$ cat src/rtl/axis_frame_arbiter.sv
// Frame-granular round-robin arbiter sharing one AXI-Stream output between two
// image sources, with per-source frame counters, orphan-beat dropping and SOF error flag.
module axis_frame_arbiter #(
  parameter int unsigned C_AXIS_TDATA_WIDTH = 32,
  parameter int unsigned NUM_LINES          = 28,
  parameter int unsigned CNT_WIDTH          = 16
) (
  input  logic                            clk,
  input  logic                            reset,
  input  logic                            enable,

  input  logic [C_AXIS_TDATA_WIDTH-1:0]   s00_axis_tdata,
  input  logic [C_AXIS_TDATA_WIDTH/8-1:0] s00_axis_tstrb,
  input  logic                            s00_axis_tlast,
  input  logic                            s00_axis_tuser,
  input  logic                            s00_axis_tvalid,
  output logic                            s00_axis_tready,

  input  logic [C_AXIS_TDATA_WIDTH-1:0]   s01_axis_tdata,
  input  logic [C_AXIS_TDATA_WIDTH/8-1:0] s01_axis_tstrb,
  input  logic                            s01_axis_tlast,
  input  logic                            s01_axis_tuser,
  input  logic                            s01_axis_tvalid,
  output logic                            s01_axis_tready,

  output logic [C_AXIS_TDATA_WIDTH-1:0]   m00_axis_tdata,
  output logic [C_AXIS_TDATA_WIDTH/8-1:0] m00_axis_tstrb,
  output logic                            m00_axis_tlast,
  output logic                            m00_axis_tuser,
  output logic                            m00_axis_tvalid,
  input  logic                            m00_axis_tready,

  output logic [1:0]                      grant,
  output logic                            frame_done,
  output logic [CNT_WIDTH-1:0]            frames_s00,
  output logic [CNT_WIDTH-1:0]            frames_s01,
  output logic [CNT_WIDTH-1:0]            drop_cnt,
  output logic                            sof_err
);

  localparam int unsigned LINE_W = (NUM_LINES > 1) ? $clog2(NUM_LINES) : 1;
  localparam logic [LINE_W-1:0] LAST_LINE = LINE_W'(NUM_LINES - 1);

  typedef enum logic {IDLE, XFER} state_t;

  state_t              state;
  logic                ptr;
  logic                first_beat;
  logic [LINE_W-1:0]   line;

  logic                idle;
  logic                req0, req1;
  logic                orph0, orph1;
  logic                hs;
  logic [1:0]          drop_n;
  logic [CNT_WIDTH:0]  drop_sum;
  logic [CNT_WIDTH-1:0] drop_next;

  assign idle  = (state == IDLE);
  assign req0  = s00_axis_tvalid & s00_axis_tuser;
  assign req1  = s01_axis_tvalid & s01_axis_tuser;
  assign orph0 = s00_axis_tvalid & ~s00_axis_tuser;
  assign orph1 = s01_axis_tvalid & ~s01_axis_tuser;

  // Zero-latency output mux steered by the registered grant
  always_comb begin
    m00_axis_tdata  = s00_axis_tdata;
    m00_axis_tstrb  = s00_axis_tstrb;
    m00_axis_tlast  = s00_axis_tlast;
    m00_axis_tuser  = s00_axis_tuser;
    if (grant[1]) begin
      m00_axis_tdata = s01_axis_tdata;
      m00_axis_tstrb = s01_axis_tstrb;
      m00_axis_tlast = s01_axis_tlast;
      m00_axis_tuser = s01_axis_tuser;
    end
    m00_axis_tvalid = ~reset & ((grant[0] & s00_axis_tvalid) | (grant[1] & s01_axis_tvalid));
    s00_axis_tready = ~reset & ((grant[0] & m00_axis_tready) | (idle & orph0));
    s01_axis_tready = ~reset & ((grant[1] & m00_axis_tready) | (idle & orph1));
  end

  assign hs = m00_axis_tvalid & m00_axis_tready;

  // Orphan beats are swallowed in IDLE; the counter saturates instead of wrapping
  assign drop_n    = {1'b0, idle & orph0} + {1'b0, idle & orph1};
  assign drop_sum  = {1'b0, drop_cnt} + (CNT_WIDTH + 1)'(drop_n);
  assign drop_next = drop_sum[CNT_WIDTH] ? {CNT_WIDTH{1'b1}} : drop_sum[CNT_WIDTH-1:0];

  always_ff @(posedge clk) begin
    if (reset) begin
      state      <= IDLE;
      grant      <= 2'b00;
      ptr        <= 1'b0;
      first_beat <= 1'b0;
      line       <= '0;
      frame_done <= 1'b0;
      frames_s00 <= '0;
      frames_s01 <= '0;
      drop_cnt   <= '0;
      sof_err    <= 1'b0;
    end else begin
      frame_done <= 1'b0;
      case (state)
        IDLE: begin
          drop_cnt <= drop_next;
          if (enable && (req0 || req1)) begin
            state      <= XFER;
            first_beat <= 1'b1;
            grant      <= (req0 && (!req1 || !ptr)) ? 2'b01 : 2'b10;
          end
        end
        XFER: begin
          if (hs) begin
            first_beat <= 1'b0;
            if (m00_axis_tuser && !first_beat) sof_err <= 1'b1;
            if (m00_axis_tlast) begin
              if (line == LAST_LINE) begin
                // Frame end: release the output and hand priority to the other source
                state      <= IDLE;
                grant      <= 2'b00;
                line       <= '0;
                frame_done <= 1'b1;
                ptr        <= grant[0];
                if (grant[0]) frames_s00 <= frames_s00 + CNT_WIDTH'(1);
                else          frames_s01 <= frames_s01 + CNT_WIDTH'(1);
              end else begin
                line <= line + LINE_W'(1);
              end
            end
          end
        end
        default: state <= IDLE;
      endcase
    end
  end

endmodule

$ cat config.mk
export PLATFORM = sky130hd
export DESIGN_NAME = axis_frame_arbiter
export DESIGN_NICKNAME = d
export VERILOG_FILES = /design/src/rtl/axis_frame_arbiter.sv
export SDC_FILE = /design/constraint.sdc
export NUM_CORES = 1
export LEC_CHECK = 0
export CAP_MARGIN = 40
export CORE_MARGIN = 2
export CORE_UTILIZATION = 44
export DETAILED_ROUTE_END_ITERATION = 10
export GPL_ROUTABILITY_DRIVEN = 0
export PLACE_DENSITY = 0.89
export SYNTH_ARGS = -nofsm -noshare
export SYNTH_HDL_FRONTEND = slang
export SYNTH_SLANG_ARGS = --single-unit
$ cat constraint.sdc
create_clock -name clk -period 4.3 [get_ports clk]
set_clock_uncertainty 0.2 [all_clocks]
set_input_delay 0.86 -clock clk [delete_from_list [all_inputs] [get_ports clk]]
set_output_delay 0.86 -clock clk [all_outputs]
set_load 0.005 [all_outputs]
Word-level counts from Yosys, hierarchy flattened
Index checks and enable logic that the tools add are counted.
{"block": "totals", "regBits": 60, "inputBits": 82, "wordCells": 81, "out_inout_bits": 93}
{"block": "classes", "add_sub_neg": 5, "eq_ne": 5, "n_bitwise": 24, "mux": 21, "reduce_logical": 16}
{"cell": "16-bit by 1-bit adder with 16-bit output (second input constant)", "count": 2}
{"cell": "32-bit 2-to-1 mux", "count": 1}
{"cell": "16-bit by 2-bit adder with 17-bit output", "count": 1}
{"cell": "16-bit 2-to-1 mux", "count": 1}
{"cell": "1-bit bitwise AND", "count": 14}
{"cell": "2-bit 2-to-1 mux", "count": 5}
{"cell": "5-bit AND reduction", "count": 2}
{"cell": "1-bit 2-to-1 mux", "count": 9}
{"cell": "4-bit AND reduction", "count": 2}
{"cell": "1-bit NOT", "count": 7}
{"cell": "2-bit by 1-bit inequality test with 1-bit output (second input constant)", "count": 3}
{"cell": "3-bit AND reduction", "count": 2}
{"cell": "5-bit by 1-bit adder with 5-bit output (second input constant)", "count": 1}
{"cell": "5-bit == test (second input constant)", "count": 1}
{"cell": "5-bit 2-to-1 mux", "count": 1}
{"cell": "4-bit 2-to-1 mux", "count": 1}
{"cell": "1-bit one-hot mux with 2 select lines", "count": 2}
{"cell": "2-bit one-hot mux with 2 select lines", "count": 1}
{"cell": "4-bit OR reduction", "count": 1}
{"cell": "1-bit logical AND", "count": 3}
{"cell": "1-bit logical NOT", "count": 3}
{"cell": "1-bit bitwise OR", "count": 3}
{"cell": "1-bit by 1-bit adder with 2-bit output", "count": 1}
{"cell": "1-bit logical OR", "count": 2}
{"cell": "other kinds (2)", "count": 2}

Logic depth before layout (Yosys ltp)
Gate-level depths: netlist of run 1.
{"block": "logic_depth", "word_depth": 7, "ltp_mapped": 11, "mapped_depth_nobuf": 9}

Worst setup path before layout of run 1
OpenSTA, ideal clock, no wires.
{"block": "synth_timing", "path_type": "input to register", "start": "in s00_axis_tuser", "end": "reg drop_cnt[0]", "path_buffers": 1, "arrival_time_ps": 2538, "setup_slack_ps": 1491, "path_stages": 10, "setup_ps": 71, "path_cell_list": "inv_1 > nand3_1 > fa_1 > inv_1 > ha_1 > nand4_1 > nor3_1 > nand2_1 > clkbuf_1 > a21oi_1"}
{"block": "synth_via", "elab_chain_len": 6}
{"item": "start: declaration", "line": "15", "rtl": "input logic s00_axis_tuser,"}
{"item": "1-bit NOT", "line": "62", "rtl": "assign orph0 = s00_axis_tvalid & ~s00_axis_tuser;"}
{"item": "1-bit bitwise AND", "line": "62"}
{"item": "1-bit bitwise AND", "line": "85", "rtl": "assign drop_n = {1'b0, idle & orph0} + {1'b0, idle & orph1};"}
{"item": "1-bit by 1-bit adder with 2-bit output", "line": "85"}
{"item": "16-bit by 2-bit adder with 17-bit output", "line": "86", "rtl": "assign drop_sum = {1'b0, drop_cnt} + (CNT_WIDTH + 1)'(drop_n);"}
{"item": "16-bit 2-to-1 mux", "line": "87", "rtl": "assign drop_next = drop_sum[CNT_WIDTH] ? {CNT_WIDTH{1'b1}} : drop_sum[CNT_WIDTH-1:0];"}
{"item": "end signal: assignment", "line": "105", "rtl": "drop_cnt <= drop_next;"}
{"item": "end: declaration", "line": "37", "rtl": "output logic [CNT_WIDTH-1:0] drop_cnt,"}
No other way between the ends.
A chain may end at the register's enable or synchronous reset.

Worst setup path after layout of run 1
{"block": "layout_timing", "start": "in s00_axis_tvalid", "end": "out m00_axis_tvalid"}
{"block": "layout_via", "elab_chain_len": 3}
{"item": "start: declaration", "line": "16", "rtl": "input logic s00_axis_tvalid,"}
{"item": "1-bit bitwise AND", "line": "77", "rtl": "m00_axis_tvalid = ~reset & ((grant[0] & s00_axis_tvalid) | (grant[1] & s01_axis_tvalid));"}
{"item": "1-bit bitwise OR", "line": "77"}
{"item": "1-bit bitwise AND", "line": "77"}
{"item": "end: declaration", "line": "30", "rtl": "output logic m00_axis_tvalid,"}
No other way between the ends.

==> results.md, run 1 <==
- Status: complete, no violations
- Ratio of cells with drive above 1 in the final layout: 0.106
- Multi-input logic area: 2070 um2
- CTS sink count: 60
- Syn nets: between 400 and 500
- Final slew viol count: 0
- Hpwl dp: 8130 um
- CP Launch Type: input port
- Fin Setup TNS: 0 ns
- Die Width: just over 90 um
- Avg WL per Cell: 16.0 um
- RSZ-0062 raised after global routing: false
- Clock buffer count from CTS: 9
- Via Count: 3762
- Routed wire length on met2: roughly 5200 um
- Cts hold-fix bufs: 0
- Worst-Skew Late Latency: 0.35 ns
- First-pass GRT wire length: 17200 um
- Most frequent cells in the layout: clkdlybuf4s50_1 (173), dfxtp_1 (59), a21oi_1 (53), mux2_2 (37), or4_1 (25)
- Yosys warns: 0
- CTS resizes: 0
- Synth Instances: 399
- Clock Path Buffers: 2
- I/O Buffers: 174
- Core Box Area: between 7000 and 8000 um2
- Worst Hold Class: flip-flop to flip-flop
- Combinational Power Share: 0.173
- CTS tree: done
- Seq/Total Area, Yosys: 0.351
- Vias/cell: 5.62
- DRT iter0 DRCs: 208
- Critical path required time: 3.24 ns
- Sw Pwr: 328 uW
- Remaining DRCs: 0
- Final nets: between 600 and 700
- Commonest non-fill, non-tap cell in the layout: clkdlybuf4s50_1
- Synth-to-Final Area Change: 58.8%
- Worst Path Arrival: roughly 2.3 ns
- FILL cells: 578
- Area of the mapped netlist: roughly 3400 um2
- Wire length on met1: 4460 um
- Peak fanout along the critical path: 5
- Asr flop ratio synth: 0
- Fin crit share: 0.781
- MaxCap Viol Count: 0
- Antenna-violating nets left: 0
- P_int: 1.05 mW
- Sw Share: 0.237
- Clock root buffer: clkbuf_8
- Row count: 32
- Routed wire length: 10700 um
- Top sig layer: met4
- Largest net degree at the start of global routing: 39
- Synth Register Bits: 60
- # diodes: 0
- FMAX: 0.298 GHz
- Clk pin slew, worst setup/hold paths: 0.08 ns
- Final Core Density: 0.711
- GRT overflow: 0
- Syn_area_per_cell: 8.58 um2
- Worst Max-Slew Pin Slew: 0.602 ns
- Die area: 8500 um2
- Met3 wire length: slightly below 900 um
- Number of flops mapped to enable cells by yosys: 0
- Vias in the first global route: ~3500
- Clock Power Share: 0.413
- Starting Density: 0.448
- DRT Pass-1 Iters: 5
- Post-CTS Setup Bufs: 0
- Final setup viols: 0
- Final Hold Viols: 0
- Post-synthesis cell type count: 43
- Synth Flop Type: dfxtp_1
- PwrDens: 254 nW/um2
- Die Y: between 90 and 100 um
- Part of the power in registers: 0.414
- Storage element area: 1200 um2
- GR Util All Layers: 0.250
- Initial antenna violation count: 0
- Leakage: 1.76 nW
- I/O pin cnt: 175
- Crit path capture type: primary output
- Slew margin rel.: 0.599
- Worst setup path class: input port to primary output
- # H-tree levels: 3
- Peak VDD IR: 0.201 mV
- Tmin final: 3.36 ns
[cell type report]
| class | instances | share of cell area |
|---|---|---|
| Multi-Input combinational cell | 299 | 0.380 |
| Timing Repair Buffer | 178 | 0.325 |
| Sequential cell | 60 | 0.221 |
| Tap cell | 102 | 0.0235 |
| Clock buffer | 9 | 0.0228 |
| Clock inverter | 7 | 0.0182 |
| Inverter | 14 | 0.00966 |
[flip-flops by register name, summed over array words and instances, names as in the netlist]
signal      count
drop_cnt       16
first_beat      1
frame_done      1
frames_s00     16
frames_s01     16
grant           2
line            5
ptr             1
sof_err         1
state           1
[power by group through the flow]
stage               Combinational, mW  Sequential [mW]  Clock, mW
finish                          0.239            0.572      0.570
global route                    0.256            0.573      0.606
CTS                             0.241            0.572      0.579
detailed placement              0.238            0.585          0
global placement                0.233            0.585          0
floorplan                      0.0842            0.578          0
[cell usage after synthesis (3+ instances only)]
cell | number | area (um2)
a21oi_1 | 53 | 265
and2_1 | 6 | 37.5
and4_1 | 5 | 43.8
clkbuf_1 | 22 | 82.6
dfxtp_1 | 60 | 1200
ha_1 | 4 | 50.1
inv_1 | 14 | 52.6
mux2_2 | 37 | 417
mux2i_1 | 3 | 30.0
nand2_1 | 21 | 78.8
nand2b_1 | 4 | 25.0
nand3_1 | 14 | 70.1
nand3b_1 | 6 | 45.0
nand4_1 | 13 | 81.3
nand4b_1 | 3 | 26.3
nor2_1 | 12 | 45.0
nor2b_1 | 5 | 31.3
nor3_1 | 4 | 20.0
nor4_1 | 7 | 43.8
o21ai_0 | 12 | 60.1
o31ai_1 | 23 | 173
or3_1 | 11 | 68.8
or4_1 | 25 | 188
xnor2_1 | 10 | 87.6
[per-layer routing]
| metal | track usage | up-vias |
|---|---|---|
| li1 | - | 1841 |
| met1 | 0.320 | 1749 |
| met2 | 0.414 | 157 |
| met3 | 0.0789 | 15 |
| met4 | 0.0535 | 0 |
| met5 | 0 | - |
[metrics by stage]
step                      std cells  setup WS (ns)  total power, mW  cell area (um2)  hold slack (ns)
final                           669          0.944             1.38             5440            0.279
after global routing            669          0.852             1.43             5440            0.307
after CTS                       669          0.960             1.39             5440            0.284
after detailed placement        653          0.667            0.822             5220            0.271
after global placement          653          0.828            0.817             5220            0.260
after floorplan                 399           1.49            0.662             3420            0.229
[worst max-delay path, cell delays in order]
cell and delay, ns:
clkdlybuf4s50_1 0.55, a22oi_1 0.17, nor2_1 0.19, clkdlybuf4s50_1 0.53
[cell families after synthesis]
family                     synth area share
AOI/OAI and AO/OA                     0.178
xor gates and xnor gates             0.0281
adders and majority gates            0.0205
and+or+nand+nor                       0.246
DFF                                   0.351
buffers and inverters                0.0460
muxes                                 0.130
[final timing paths]
check / start / slack (ns) / cells past startpoint / to
setup / recovery: s00_axis_tvalid / 0.94 / 4 / m00_axis_tvalid
setup reg to reg: state$_SDFF_PP0_ / 1.38 / 9 / drop_cnt[0]$_SDFFE_PP0N_
hold reg to reg: frames_s01[15]$_SDFFE_PP0P_ / 0.28 / 2 / frames_s01[15]$_SDFFE_PP0P_
hold / removal: frames_s01[15]$_SDFFE_PP0P_ / 0.28 / 2 / frames_s01[15]$_SDFFE_PP0P_
Note: power is estimated with default switching activity, not from simulation.
==> inputs of run 2 (changes only) <==
--- a/config.mk
+++ b/config.mk
@@ -7,10 +7,10 @@
 export LEC_CHECK = 0
 export CAP_MARGIN = 40
 export CORE_MARGIN = 2
-export CORE_UTILIZATION = 44
+export CORE_UTILIZATION = 36
 export DETAILED_ROUTE_END_ITERATION = 10
 export GPL_ROUTABILITY_DRIVEN = 0
-export PLACE_DENSITY = 0.89
+export PLACE_DENSITY = 0.79
 export SYNTH_ARGS = -nofsm -noshare
 export SYNTH_HDL_FRONTEND = slang
 export SYNTH_SLANG_ARGS = --single-unit
==> constraint.sdc (replaced) <==
create_clock -name clk -period 2.9 [get_ports clk]
set_clock_uncertainty 0.2 [all_clocks]
set_input_delay 0.58 -clock clk [delete_from_list [all_inputs] [get_ports clk]]
set_output_delay 0.58 -clock clk [all_outputs]
set_load 0.005 [all_outputs]
==> results.md, run 2 (synthesis results as in run 1) <==
- Leakage: 1.86 nW (+5.4%)
- DRT iter0 DRCs: 168 (-19%)
- Worst Path Arrival: 1.98 ns (-0.32 ns)
- Hpwl dp: 8590 um (+5.8%)
- FMAX: ~0.36 GHz
- Final nets: 669 (+3.1%)
- I/O Buffers: 174 (unchanged)
- First-pass GRT wire length: 18000 um (+5.0%)
- I/O pin cnt: 175 (unchanged)
- Row count: 35 (+9.4%)
- Clock root buffer: clkbuf_8
- PwrDens: 355 nW/um2 (+40%)
- Slew margin rel.: 0.659 (+0.0599)
- Cts hold-fix bufs: 0 (unchanged)
- Fin crit share: 0.953
- Crit path capture type: primary output
- Worst-Skew Late Latency: 0.34 ns (about the same)
- Synth-to-Final Area Change: 64.3%
- FILL cells: 801 (+39%)
- Via Count: 3866 (+2.8%)
- Antenna-violating nets left: 0 (unchanged)
- Die Y: 102 um (+10%)
- Ratio of cells with drive above 1 in the final layout: 0.137 (+0.0307)
- Total power: 2.00 mW (+45%)
- Avg WL per Cell: 16.0 um (about the same)
- Remaining DRCs: 0 (unchanged)
- Tmin final: 2.76 ns
- CTS sink count: 60 (unchanged)
- MaxCap Viol Count: 0 (unchanged)
- Biggest regs: drop_cnt (16), frames_s00 (16), frames_s01 (16)
- GR Util All Layers: 0.221 (-0.0285)
- Vias/cell: 5.41 (-3.8%)
- Starting Density: 0.371 (-0.0772)
- Slowest Stage Delay on Critical Path: 0.58 ns (+0.03 ns)
- Storage element area: 1200 um2 (+0.21%)
- Crit path max-delay family: buffers and inverters
- DRT Pass-1 Iters: 4 (-1)
- Routed wire length: 11400 um (+6.9%)
- Die area: 10300 um2 (+21%)
- RSZ-0062 raised after global routing: false
- Status: complete, no violations
- Peak VDD IR: 0.356 mV (+77%)
- Most common cell on crit path: clkdlybuf4s50_1
- Core Box Area: 9240 um2 (+21%)
- CP cell instances: clkdlybuf4s50_1, inv_1, o21ai_0, clkdlybuf4s50_1
- Largest net degree at the start of global routing: 39 (unchanged)
- Final Hold Viols: 0 (unchanged)
- Die Width: 102 um (+10%)
- Clock Path Buffers: 2 (unchanged)
- Final slew viol count: 0 (unchanged)
- Multi-input logic area: 2080 um2 (+0.61%)
- Final Core Density: 0.609 (-0.102)
- Worst Hold Class: flip-flop to flip-flop
- CP Buf/Inv Count: 3 (+1)
- Most frequent cells in the layout: clkdlybuf4s50_1 (172), dfxtp_1 (59), a21oi_1 (53), mux2_2 (37), or4_1 (25)
- Critical path required time: 2.12 ns (-1.12 ns)
- GRT overflow: 0 (unchanged)
- Clock buffer count from CTS: 9 (unchanged)
- CTS tree: done
- Slowest CP cell: clkdlybuf4s50_1
- Worst setup path class: input port to primary output
- Worst Max-Slew Pin Slew: 0.509 ns (-0.0926 ns)
- # diodes: 0 (unchanged)
- Vias in the first global route: 3699 (+4.9%)
- Clk pin slew, worst setup/hold paths: 0.06 ns (-0.02 ns)
- Initial antenna violation count: 0 (unchanged)
- Worst hold slack: 0.277 ns (-0.00221 ns)
- Final setup viols: 0 (unchanged)
- Commonest non-fill, non-tap cell in the layout: clkdlybuf4s50_1
- Peak fanout along the critical path: 2 (-3)
- # H-tree levels: 3 (unchanged)
- CP Launch Type: input port
run 2: changes by cell type in the layout (fill, tap and decap cells not counted), moves of 2 or more:
cell / change
nor3_1: -2
buf_4: +19
clkbuf_8: +3
clkbuf_1: +2
nor3_2: +2
clkinv_4: -2
run 2: metal layers:
| layer | vias up | GRT usage | wire, um |
|---|---|---|---|
| li1 | 1880 | - | - |
| met1 | 1838 | 0.275 | 5050 |
| met2 | 132 | 0.372 | 5560 |
| met3 | 16 | 0.0690 | 619 |
| met4 | 0 | 0.0551 | 175 |
| met5 | - | 0 | 0 |
run 2: final timing paths:
kind / startpoint / end / slack, ns / cells past startpoint
max: s00_axis_tuser / m00_axis_tuser / 0.14 / 4
min reg2reg: frames_s00[15]$_SDFFE_PP0P_ / frames_s00[15]$_SDFFE_PP0P_ / 0.28 / 2
min: frames_s00[15]$_SDFFE_PP0P_ / frames_s00[15]$_SDFFE_PP0P_ / 0.28 / 2
max reg2reg: state$_SDFF_PP0_ / drop_cnt[14]$_SDFFE_PP0N_ / 0.42 / 9
run 2: cell type report:
cell class	instances	share of cell area
Sequential cell	60	0.214
Multi-Input combinational cell	299	0.369
Tap cell	129	0.0287
Inverter	14	0.00934
Clock inverter	1	0.00534
Timing Repair Buffer	198	0.343
Clock buffer	14	0.0307
run 2: worst register-to-register path: cells and delay by family, from the launching register on:
kind	cells	cell delay, ns
and+or+nand+nor	4	0.86
adders and majority gates	2	0.55
DFF	1	0.31
buffers and inverters	2	0.27
AOI/OAI and AO/OA	1	0.21
run 2: metrics by stage:
stage / std cells / setup WS [ns] / area [um2] / TNS (ns)
2_1_floorplan: 399 / 0.356 / 3420 / 0
3_3_place_gp: 699 / -0.0907 / 5400 / -1.52
3_5_place_dp: 699 / -0.167 / 5400 / -3.37
4_1_cts: 714 / 0.0544 / 5610 / 0
5_1_grt: 715 / 0.0390 / 5630 / 0
6_report: 715 / 0.137 / 5630 / 0
run 2: report_power, final:
part	leakage [nW]	switching [mW]	internal, mW
combinational	1.27	0.123	0.253
sequential	0.485	0.0107	0.832
clock	0.103	0.317	0.464
run 2: repair_timing:
action                     CTS  global route
buffers inserted             0             1
gates resized for setup      1             4
setup endpoints to repair    1            17
==> inputs of run 3 (changes only) <==
--- a/config.mk
+++ b/config.mk
@@ -6,7 +6,7 @@
 export NUM_CORES = 1
 export LEC_CHECK = 0
 export CAP_MARGIN = 40
-export CORE_MARGIN = 2
+export CORE_MARGIN = 8
 export CORE_UTILIZATION = 36
 export DETAILED_ROUTE_END_ITERATION = 10
 export GPL_ROUTABILITY_DRIVEN = 0
==> results.md, run 3 (synthesis results as in run 1) <==
- Critical path required time: 2.12 ns (about the same)
- Ratio of cells with drive above 1 in the final layout: 0.132 (-0.00489)
- Peak VDD IR: 0.280 mV (-21%)
- I/O Buffers: 174 (unchanged)
- # diodes: 0 (unchanged)
- Most frequent cells in the layout: clkdlybuf4s50_1 (172), dfxtp_1 (59), a21oi_1 (53), mux2_2 (37), or4_1 (25)
- Vias in the first global route: 3868 (+4.6%)
- Clock root buffer: clkbuf_8
- First-pass GRT wire length: 19600 um (+8.8%)
- CTS tree: done
- # H-tree levels: 3 (unchanged)
- P_int: 1.59 mW (+2.5%)
- Clock Path Buffers: 2 (unchanged)
- DRT iter0 DRCs: 131 (-22%)
- Crit path capture type: primary output
- Die Width: 114 um (+12%)
- Leakage: 1.86 nW (about the same)
- Post-Place Cell Area: 5400 um2 (-0.14%)
- Fin crit share: 0.947 (-0.00545)
- Worst Path Arrival: 1.97 ns (about the same)
- Routed wire length: 12400 um (+8.9%)
- Tmin final: 2.75 ns (-0.0158 ns)
- Part of the power in registers: 0.409 (-0.012)
- Worst Max-Slew Pin Slew: 0.516 ns (+0.00656 ns)
- Setup ws final: 0.153 ns (+0.0158 ns)
- Post-CTS Setup Bufs: 0 (unchanged)
- DRT Pass-1 Iters: 5 (+1)
- Largest net degree at the start of global routing: 47 (+21%)
- Via Count: 3843 (-0.59%)
- Commonest non-fill, non-tap cell in the layout: clkdlybuf4s50_1
- Vias/cell: 5.38 (-0.46%)
- Storage element area: 1200 um2 (-0.21%)
- Combinational Power Share: 0.184 (-0.004)
- Synth-to-Final Area Change: 63.9%
- Placed cell count: 698 (-0.14%)
- Slew margin rel.: 0.654 (-0.00440)
- Sw Pwr: 467 uW (+3.5%)
- GR Util met2: 0.330 (-0.0423)
- GR Util All Layers: 0.187 (-0.0339)
- Antenna-violating nets left: 0 (unchanged)
- Final slew viol count: 0 (unchanged)
- Final Core Density: 0.607 (-0.00176)
- Gr busiest metal: met2
- Die area: 12900 um2 (+25%)
- Final Non-Filler Cells: 714 (-0.14%)
- Peak fanout along the critical path: 2 (unchanged)
- Worst hold slack: 0.282 ns (+0.00423 ns)
- I/O pin cnt: 175 (unchanged)
- RSZ-0062 raised after global routing: false
- CP Launch Type: input port
- Core Box Area: 9240 um2 (unchanged)
- Clock Power Share: 0.407 (+0.016)
- Multi-input logic area: 2070 um2 (-0.60%)
- Starting Density: 0.371 (unchanged)
- Fin area: 5610 um2 (-0.29%)
- Pre-CTS WS: -0.139 ns (+0.0282 ns)
- Worst-Skew Late Latency: 0.34 ns (about the same)
- PwrDens: 366 nW/um2 (+3.0%)
- FMAX: 0.364 GHz (+0.58%)
- Worst Hold Class: flip-flop to flip-flop
- Clock buffer count from CTS: 9 (unchanged)
- Total power: 2.05 mW (+2.7%)
- Met3 usage in global routing: 0.0750 (+0.00600)
- Final nets: 667 (-0.30%)
- Fin Setup TNS: 0 ns (unchanged)
- Sw Share: 0.227 (+0.00175)
- Met1 GRT Util: 0.205 (-0.0703)
- Worst setup path class: input port to primary output
- Final Hold Viols: 0 (unchanged)
- GRT overflow: 0 (unchanged)
- Initial antenna violation count: 0 (unchanged)
- Hpwl dp: 9760 um (+14%)
- Row count: 35 (unchanged)
- Biggest regs: drop_cnt (16), frames_s00 (16), frames_s01 (16)
- Final setup viols: 0 (unchanged)
- Remaining DRCs: 0 (unchanged)
- MaxCap Viol Count: 0 (unchanged)
- Die Y: 114 um (+12%)
- CTS sink count: 60 (unchanged)
- Avg WL per Cell: 17.4 um (+9.0%)
- Status: complete, no violations
- FILL cells: 810 (+1.1%)
- Clk pin slew, worst setup/hold paths: 0.06 ns (about the same)
-- run 3: layout make-up --
type | count | area share
Sequential cell | 60 | 0.214
Multi-Input combinational cell | 299 | 0.368
Timing Repair Buffer | 196 | 0.341
Clock inverter | 5 | 0.0134
Inverter | 14 | 0.00936
Clock buffer | 11 | 0.0252
Tap cell | 129 | 0.0288
-- run 3: routing by layer --
| metal | wire [um] | vias to the layer above |
|---|---|---|
| met5 | 0 | - |
| met4 | 114 | 0 |
| met3 | 1010 | 13 |
| met2 | 6300 | 121 |
| met1 | 5000 | 1841 |
| li1 | - | 1868 |
-- run 3: power groups by stage --
stage | registers, mW | logic [mW] | clock network, mW
after floorplan | 0.857 | 0.125 | 0
after global placement | 0.859 | 0.370 | 0
after detailed placement | 0.859 | 0.378 | 0
after CTS | 0.840 | 0.381 | 0.856
after global routing | 0.841 | 0.402 | 0.881
final | 0.841 | 0.377 | 0.836
-- run 3: worst paths after layout --
kind,slack (ns),cells after the start,to,from
min,0.28,2,ptr$_SDFFE_PP0P_,ptr$_SDFFE_PP0P_
min reg2reg,0.28,2,ptr$_SDFFE_PP0P_,ptr$_SDFFE_PP0P_
max,0.15,5,s00_axis_tready,s00_axis_tuser
max reg2reg,0.40,9,drop_cnt[12]$_SDFFE_PP0N_,state$_SDFF_PP0_
-- run 3: critical path: stages --
cell and delay, ns:
clkdlybuf4s50_1 0.43, inv_1 0.09, nand3_1 0.13, a21oi_1 0.19
clkdlybuf4s50_1 0.55
-- run 3: repair_timing --
item	CTS	global route
hold buffers	0	0
endpoints found under the hold margin	0	0
resized for setup	1	0
endpoints found under the setup margin	1	0
